`src/rtl/lc4_mul_pkg.sv`:
```
// Shared types and defaults for the LC4 shift-and-add multiplier sequencer.
package lc4_mul_pkg;

    localparam int WORD_SIZE_DEFAULT = 64;

    typedef enum logic [1:0] {
        ST_IDLE = 2'd0,
        ST_RUN  = 2'd1,
        ST_DONE = 2'd2
    } state_e;

endpackage

```
`src/rtl/lc4_mul_step.sv`:
```
// One multiply iteration: check the multiplier LSB, conditionally add the
// multiplicand, then shift {carry, acc_hi, acc_lo} right by one.
module lc4_mul_step
    import lc4_mul_pkg::*;
#(
    parameter int WORD_SIZE = WORD_SIZE_DEFAULT
) (
    input  logic [WORD_SIZE-1:0] acc_hi,
    input  logic [WORD_SIZE-1:0] acc_lo,
    input  logic [WORD_SIZE-1:0] mcand,
    output logic [WORD_SIZE-1:0] next_hi,
    output logic [WORD_SIZE-1:0] next_lo
);

    logic [WORD_SIZE:0] sum;

    // The carry out of the add lands in sum[WORD_SIZE] and is shifted back in,
    // so the full-width product never overflows.
    assign sum     = {1'b0, acc_hi} + (acc_lo[0] ? {1'b0, mcand} : '0);
    assign next_hi = sum[WORD_SIZE:1];
    assign next_lo = {sum[0], acc_lo[WORD_SIZE-1:1]};

endmodule

```
`src/rtl/lc4_mul_seq.sv`:
```
// Multi-cycle WORD_SIZE x WORD_SIZE unsigned multiplier; one step per clock,
// fixed WORD_SIZE-cycle latency, valid/ready on both request and product.
module lc4_mul_seq
    import lc4_mul_pkg::*;
#(
    parameter int WORD_SIZE = WORD_SIZE_DEFAULT
) (
    input  logic                 clk,
    input  logic                 rst_n,
    input  logic                 i_valid,
    output logic                 o_ready,
    input  logic [WORD_SIZE-1:0] i_a,
    input  logic [WORD_SIZE-1:0] i_b,
    input  logic                 i_flush,
    output logic                 o_valid,
    input  logic                 i_ready,
    output logic [WORD_SIZE-1:0] o_hi,
    output logic [WORD_SIZE-1:0] o_lo,
    output logic                 o_busy
);

    localparam int CNT_W = (WORD_SIZE > 1) ? $clog2(WORD_SIZE) : 1;
    localparam logic [CNT_W-1:0] CNT_LAST = CNT_W'(WORD_SIZE - 1);

    state_e               state_q;
    state_e               state_d;
    logic [CNT_W-1:0]     cnt_q;
    logic [WORD_SIZE-1:0] acc_hi_q;
    logic [WORD_SIZE-1:0] acc_lo_q;
    logic [WORD_SIZE-1:0] mcand_q;
    logic [WORD_SIZE-1:0] step_hi;
    logic [WORD_SIZE-1:0] step_lo;
    logic                 accept;
    logic                 step_en;

    lc4_mul_step #(
        .WORD_SIZE (WORD_SIZE)
    ) u_step (
        .acc_hi  (acc_hi_q),
        .acc_lo  (acc_lo_q),
        .mcand   (mcand_q),
        .next_hi (step_hi),
        .next_lo (step_lo)
    );

    always_ff @(posedge clk or negedge rst_n) begin
        if (!rst_n) begin
            state_q <= ST_IDLE;
        end else begin
            state_q <= state_d;
        end
    end

    // Flush overrides everything, so accept/step are only raised without it.
    always_comb begin
        state_d = state_q;
        accept  = 1'b0;
        step_en = 1'b0;
        if (i_flush) begin
            state_d = ST_IDLE;
        end else begin
            case (state_q)
                ST_IDLE: begin
                    if (i_valid) begin
                        accept  = 1'b1;
                        state_d = ST_RUN;
                    end
                end
                ST_RUN: begin
                    step_en = 1'b1;
                    if (cnt_q == CNT_LAST) begin
                        state_d = ST_DONE;
                    end
                end
                ST_DONE: begin
                    if (i_ready) begin
                        state_d = ST_IDLE;
                    end
                end
                default: state_d = ST_IDLE;
            endcase
        end
    end

    always_ff @(posedge clk or negedge rst_n) begin
        if (!rst_n) begin
            cnt_q <= '0;
        end else if (i_flush || accept) begin
            cnt_q <= '0;
        end else if (step_en) begin
            cnt_q <= cnt_q + 1'b1;
        end
    end

    always_ff @(posedge clk or negedge rst_n) begin
        if (!rst_n) begin
            acc_hi_q <= '0;
            acc_lo_q <= '0;
            mcand_q  <= '0;
        end else if (accept) begin
            acc_hi_q <= '0;
            acc_lo_q <= i_b;
            mcand_q  <= i_a;
        end else if (step_en) begin
            acc_hi_q <= step_hi;
            acc_lo_q <= step_lo;
        end
    end

    assign o_ready = (state_q == ST_IDLE);
    assign o_busy  = (state_q == ST_RUN);
    assign o_valid = (state_q == ST_DONE);
    assign o_hi    = acc_hi_q;
    assign o_lo    = acc_lo_q;

endmodule

```
`config.mk`:
```
export PLATFORM = sky130hd
export DESIGN_NAME = lc4_mul_seq
export DESIGN_NICKNAME = d
export VERILOG_FILES = /design/src/rtl/lc4_mul_pkg.sv /design/src/rtl/lc4_mul_step.sv /design/src/rtl/lc4_mul_seq.sv
export SDC_FILE = /design/constraint.sdc
export NUM_CORES = 1
export LEC_CHECK = 0
export ABC_AREA = 0
export CAP_MARGIN = 20
export CORE_MARGIN = 2
export CORE_UTILIZATION = 52
export DETAILED_ROUTE_END_ITERATION = 12
export GPL_ROUTABILITY_DRIVEN = 0
export PLACE_DENSITY_LB_ADDON = 0.08
export SETUP_SLACK_MARGIN = 0.1
export SLEW_MARGIN = 20
export SYNTH_ARGS = -nofsm -noshare
export SYNTH_HDL_FRONTEND = slang
export SYNTH_SLANG_ARGS = --single-unit
```
`constraint.sdc`:
```
create_clock -name clk -period 4.2 [get_ports clk]
set_input_delay 1.26 -clock clk [delete_from_list [all_inputs] [get_ports clk]]
set_output_delay 1.26 -clock clk [all_outputs]
set_load 0.01 [all_outputs]
```
==> results of run 1 <==
state kept, by name, summed over array words and instances (netlist names):
signal   cells
o_hi        64
cnt_q        6
mcand_q     64
o_lo        64
state_q      2
final cells by class:
cell class	instances	area (um^2)	share of cell area, %
Antenna cell	1	2.50	0.0162
Clock buffer	18	429	2.78
Clock inverter	14	138	0.891
Inverter	17	63.8	0.413
Multi-Input combinational cell	1022	6680	43.3
Sequential cell	200	5000	32.4
Tap cell	285	357	2.31
Timing Repair Buffer	276	2770	17.9
kinds of logic (layout without fill, tap and decap cells):
logic type	after synthesis	count (layout)
xor+xnor	52	52
fa+ha+maj	66	66
mux	65	65
flops	200	200
buf+inv	92	325
other cells	0	1
simple gates	469	469
compound gates	370	370
metrics by stage:
| stage | cells | util, % | setup WS [ps] | hold WS, ps | instance area [um^2] |
|---|---|---|---|---|---|
| after global routing | 1832 | 68.0 | 440 | 521 | 15400 |
| after detailed placement | 1800 | 65.5 | 631 | 480 | 14900 |
| after floorplan | 1314 | - | 965 | 447 | 12100 |
| after global placement | 1800 | 65.5 | 743 | 460 | 14900 |
| after CTS | 1832 | 68.0 | 603 | 492 | 15400 |
| final | 1833 | 68.0 | 589 | 492 | 15400 |
cells in the final DEF, fill, tap and decap left out, drive strengths merged, types with 3 or more instances in the layout:
cell type      synthesis  layout
nor3                  13      13
o22ai                 18      18
a22oi                 65      65
o2111ai                6       6
a21o                  42      42
a31oi                  7       7
clkinv                 0       6
nand2                245     245
o31a                   3       3
nand4                 22      22
o31ai                  7       7
o21ai                 73      73
dfrtp                200     200
and2                  67      67
nor2b                  7       7
nand3                 23      23
inv                   17      23
ha                    65      65
o21bai                11      11
or3                    3       3
a21oi                 81      81
and3                   5       5
o211ai                17      17
a221oi                 4       4
nand2b                 9       9
xor2                  26      26
nand3b                 3       3
xnor2                 26      26
or2                    6       6
buf                   13      13
clkbuf                62      19
o21a                  11      11
a211oi                12      12
clkdlybuf4s50          0     262
nor2                  58      58
mux2                  64      64
per-layer routing:
metal	part of all wire (%)	vias to the layer above	routed length, um	track usage (%)
li1	-	5135	-	-
met1	45	5050	14700	37.2
met2	45	394	15000	42.7
met3	8.6	33	2850	7.45
met4	1.2	2	386	6.16
met5	0.036	-	12	0
worst max path at each step:
stage / startpoint / end / slack (ps) / depth (start not counted)
2_1_floorplan: o_lo[0] / o_hi[57] / 960 / 13
3_3_place_gp: o_lo[0] / o_hi[57] / 740 / 13
3_5_place_dp: o_lo[0] / o_hi[53] / 630 / 13
4_1_cts: o_lo[0] / o_hi[53] / 600 / 13
5_1_grt: o_lo[0] / o_hi[53] / 440 / 13
6_report: o_lo[0] / o_hi[50] / 590 / 12
cell usage after synthesis (5+ instances only):
library cell    n  area (um^2)
o21ai_0        67          335
nand2b_1        9         56.3
o22ai_1        18          113
o211ai_1       14          105
buf_2           6         30.0
nor3_1         12         60.1
o21a_1         11         82.6
a21oi_1        80          400
mux2_2         64          721
dfrtp_1       200         5000
nand3_1        22          110
and3_1          5         31.3
nand2_1       244          916
or2_2           6         37.5
xor2_1         26          228
and2_1         65          407
a211oi_1        9         67.6
xnor2_1        26          228
clkbuf_1       56          210
o21ai_1         5         25.0
o31ai_1         6         45.0
a31oi_1         6         37.5
o2111ai_1       6         52.6
inv_1          17         63.8
a21o_1         41          308
a22oi_1        65          488
nor2b_1         7         43.8
o21bai_1       11         82.6
nand4_1        22          138
nor2_1         58          218
ha_1           65          813
clkbuf_8        6         82.6
power groups by stage:
stage | Combinational [W] | Sequential (W) | Clock, W
CTS | 0.00309 | 0.00275 | 0.00164
finish | 0.00309 | 0.00275 | 0.00160
global placement | 0.00303 | 0.00277 | 0
detailed placement | 0.00307 | 0.00277 | 0
floorplan | 0.00174 | 0.00282 | 0
global route | 0.00339 | 0.00281 | 0.00171
==> results_dict.tcl, run 1 <==
set metrics [dict create \
    drv_cap 0 \
    synth_fa_ha_area_share_pct 6.89 \
    syn_to_final_growth_pct 27.8 \
    wl_per_cell_um 18.0 \
    swShare_pct 37.5 \
    synthesis.nets 1513 \
    ys_ff_latch 200 \
    synth_mux_area_share_pct 6.04 \
    critPathMaxStageDelay_ps 560 \
    cp_cell_sequence "buf_4 -> and2_1 -> ha_1 -> a21oi_1 -> o21ai_0 -> a21oi_1 -> o31ai_1 -> o31ai_1 -> a21oi_1 -> o21ai_1 -> o21a_1 -> o211ai_1" \
    final.period_utilization_pct 86.0 \
    cpMostUsedCell "a21oi_1" \
    r2r_cells 12 \
    clk-insertion-delay-late_ps 440 \
    ctsHoldBuffers 0 \
    avgSynthCellArea_um2 9.20 \
    cp_max_fo 34 \
    die_w_um 156 \
    power.total_w 0.00744 \
    end_kind "flip-flop" \
    arrival_ps 3930 \
    path_buf_inv 1 \
    final-setup-viol-count 0 \
    cts.sinks 200 \
    synth_edf_count 0 \
    synth_xor_area_share_pct 3.77 \
    hold_end "state_q[0]" \
    grt_pass1_wl_mm 53.0 \
    layout-drive-gt1-share_pct 9.05 \
    synth_ff_type "dfrtp_1" \
    r2r_setup_slack_ps 590 \
    dieArea_mm2 0.0245 \
    synth-compound-area-share_pct 20.5 \
    powerDensity_mw_per_mm2 482 \
    total_leakage_power_nw 6.85 \
    overflow 0 \
    synthArstFlopShare_pct 100 \
    hold_violations 0 \
    tns_ps 0 \
    crit_family "compound AO/OA/AOI/OAI gates" \
    clk_pin_slew_ps 80 \
    tightest_slew_ps 732 \
    crit_slowest_cell "o21ai_1" \
    vias 10614 \
    ys.warnings.count 0 \
    yosysUniqueCellTypes 68 \
    drt-total-wl_mm 33.0 \
    synth-simple-area-share_pct 17.9 \
    crit_type "reg2reg" \
    grt_max_degree 148 \
    p_int_w 0.00465 \
    num-fill-cells 1853 \
    h-tree-depth 4 \
    outcome "completed" \
    power.share.combinational_pct 41.5 \
    startpoint_type "flip-flop" \
    ctsRootBufferMaster "clkbuf_16" \
    drc_errors 0 \
    drv_slew 0 \
    firstDrtPassIters 6 \
    fin_crit_ps 3610 \
    fp-row-count 55 \
    vdd_ir_drop_max_mv 0.240 \
    worst_r2r_endpoint "o_hi[50]" \
    p_clk_share_pct 21.6 \
    antenna_found_initial 2 \
    p_seq_share_pct 36.9 \
    maxSlewHeadroom_pct 51.2 \
    io_buffers 263 \
    finalNetCount 1733 \
    synth_top_family_by_area "compound AO/OA/AOI/OAI gates" \
    cp.required_ps 4510 \
    rsz0062_at_grt "no" \
    cts_buffers 17 \
    cts_resized 0 \
    initialDrtViolationCount 687 \
    fmax_mhz 277 \
    fp.dieH_um 156 \
    syn_inst 1314 \
    grtUsageTotal_pct 27.0 \
    r2r-start "o_lo[0]" \
    p_switching_w 0.00279 \
    grt_pass1_vias 10283 \
    start_util_pct 53.2 \
    fin_skew_ps 15.0 \
    whs_path_depth 1 \
    min-delay-start "state_q[1]" \
    ant_nets 0 \
    avgViaCountPerCell 5.79 \
    cts_max_path_buffers 2 \
    post_cts_buffers 0 \
    place_hpwl_mm 23.9 \
    syn_area_mm2 0.0121 \
    ioPinCount 264 \
    yosysSeqAreaShare_pct 41.4 \
    cts_tree "yes" \
    hold_class "reg2reg" \
    coreArea_mm2 0.0227 \
]
Note: power is estimated with default switching activity, not from simulation.
==> run 2: changes to the inputs <==
--- a/config.mk
+++ b/config.mk
@@ -13,7 +13,7 @@
 export GPL_ROUTABILITY_DRIVEN = 0
 export PLACE_DENSITY_LB_ADDON = 0.08
 export SETUP_SLACK_MARGIN = 0.1
-export SLEW_MARGIN = 20
+export SLEW_MARGIN = 40
 export SYNTH_ARGS = -nofsm -noshare
 export SYNTH_HDL_FRONTEND = slang
 export SYNTH_SLANG_ARGS = --single-unit
==> results of run 2 <==
The final DEF is identical to that of run 1; final timing and power are the same.
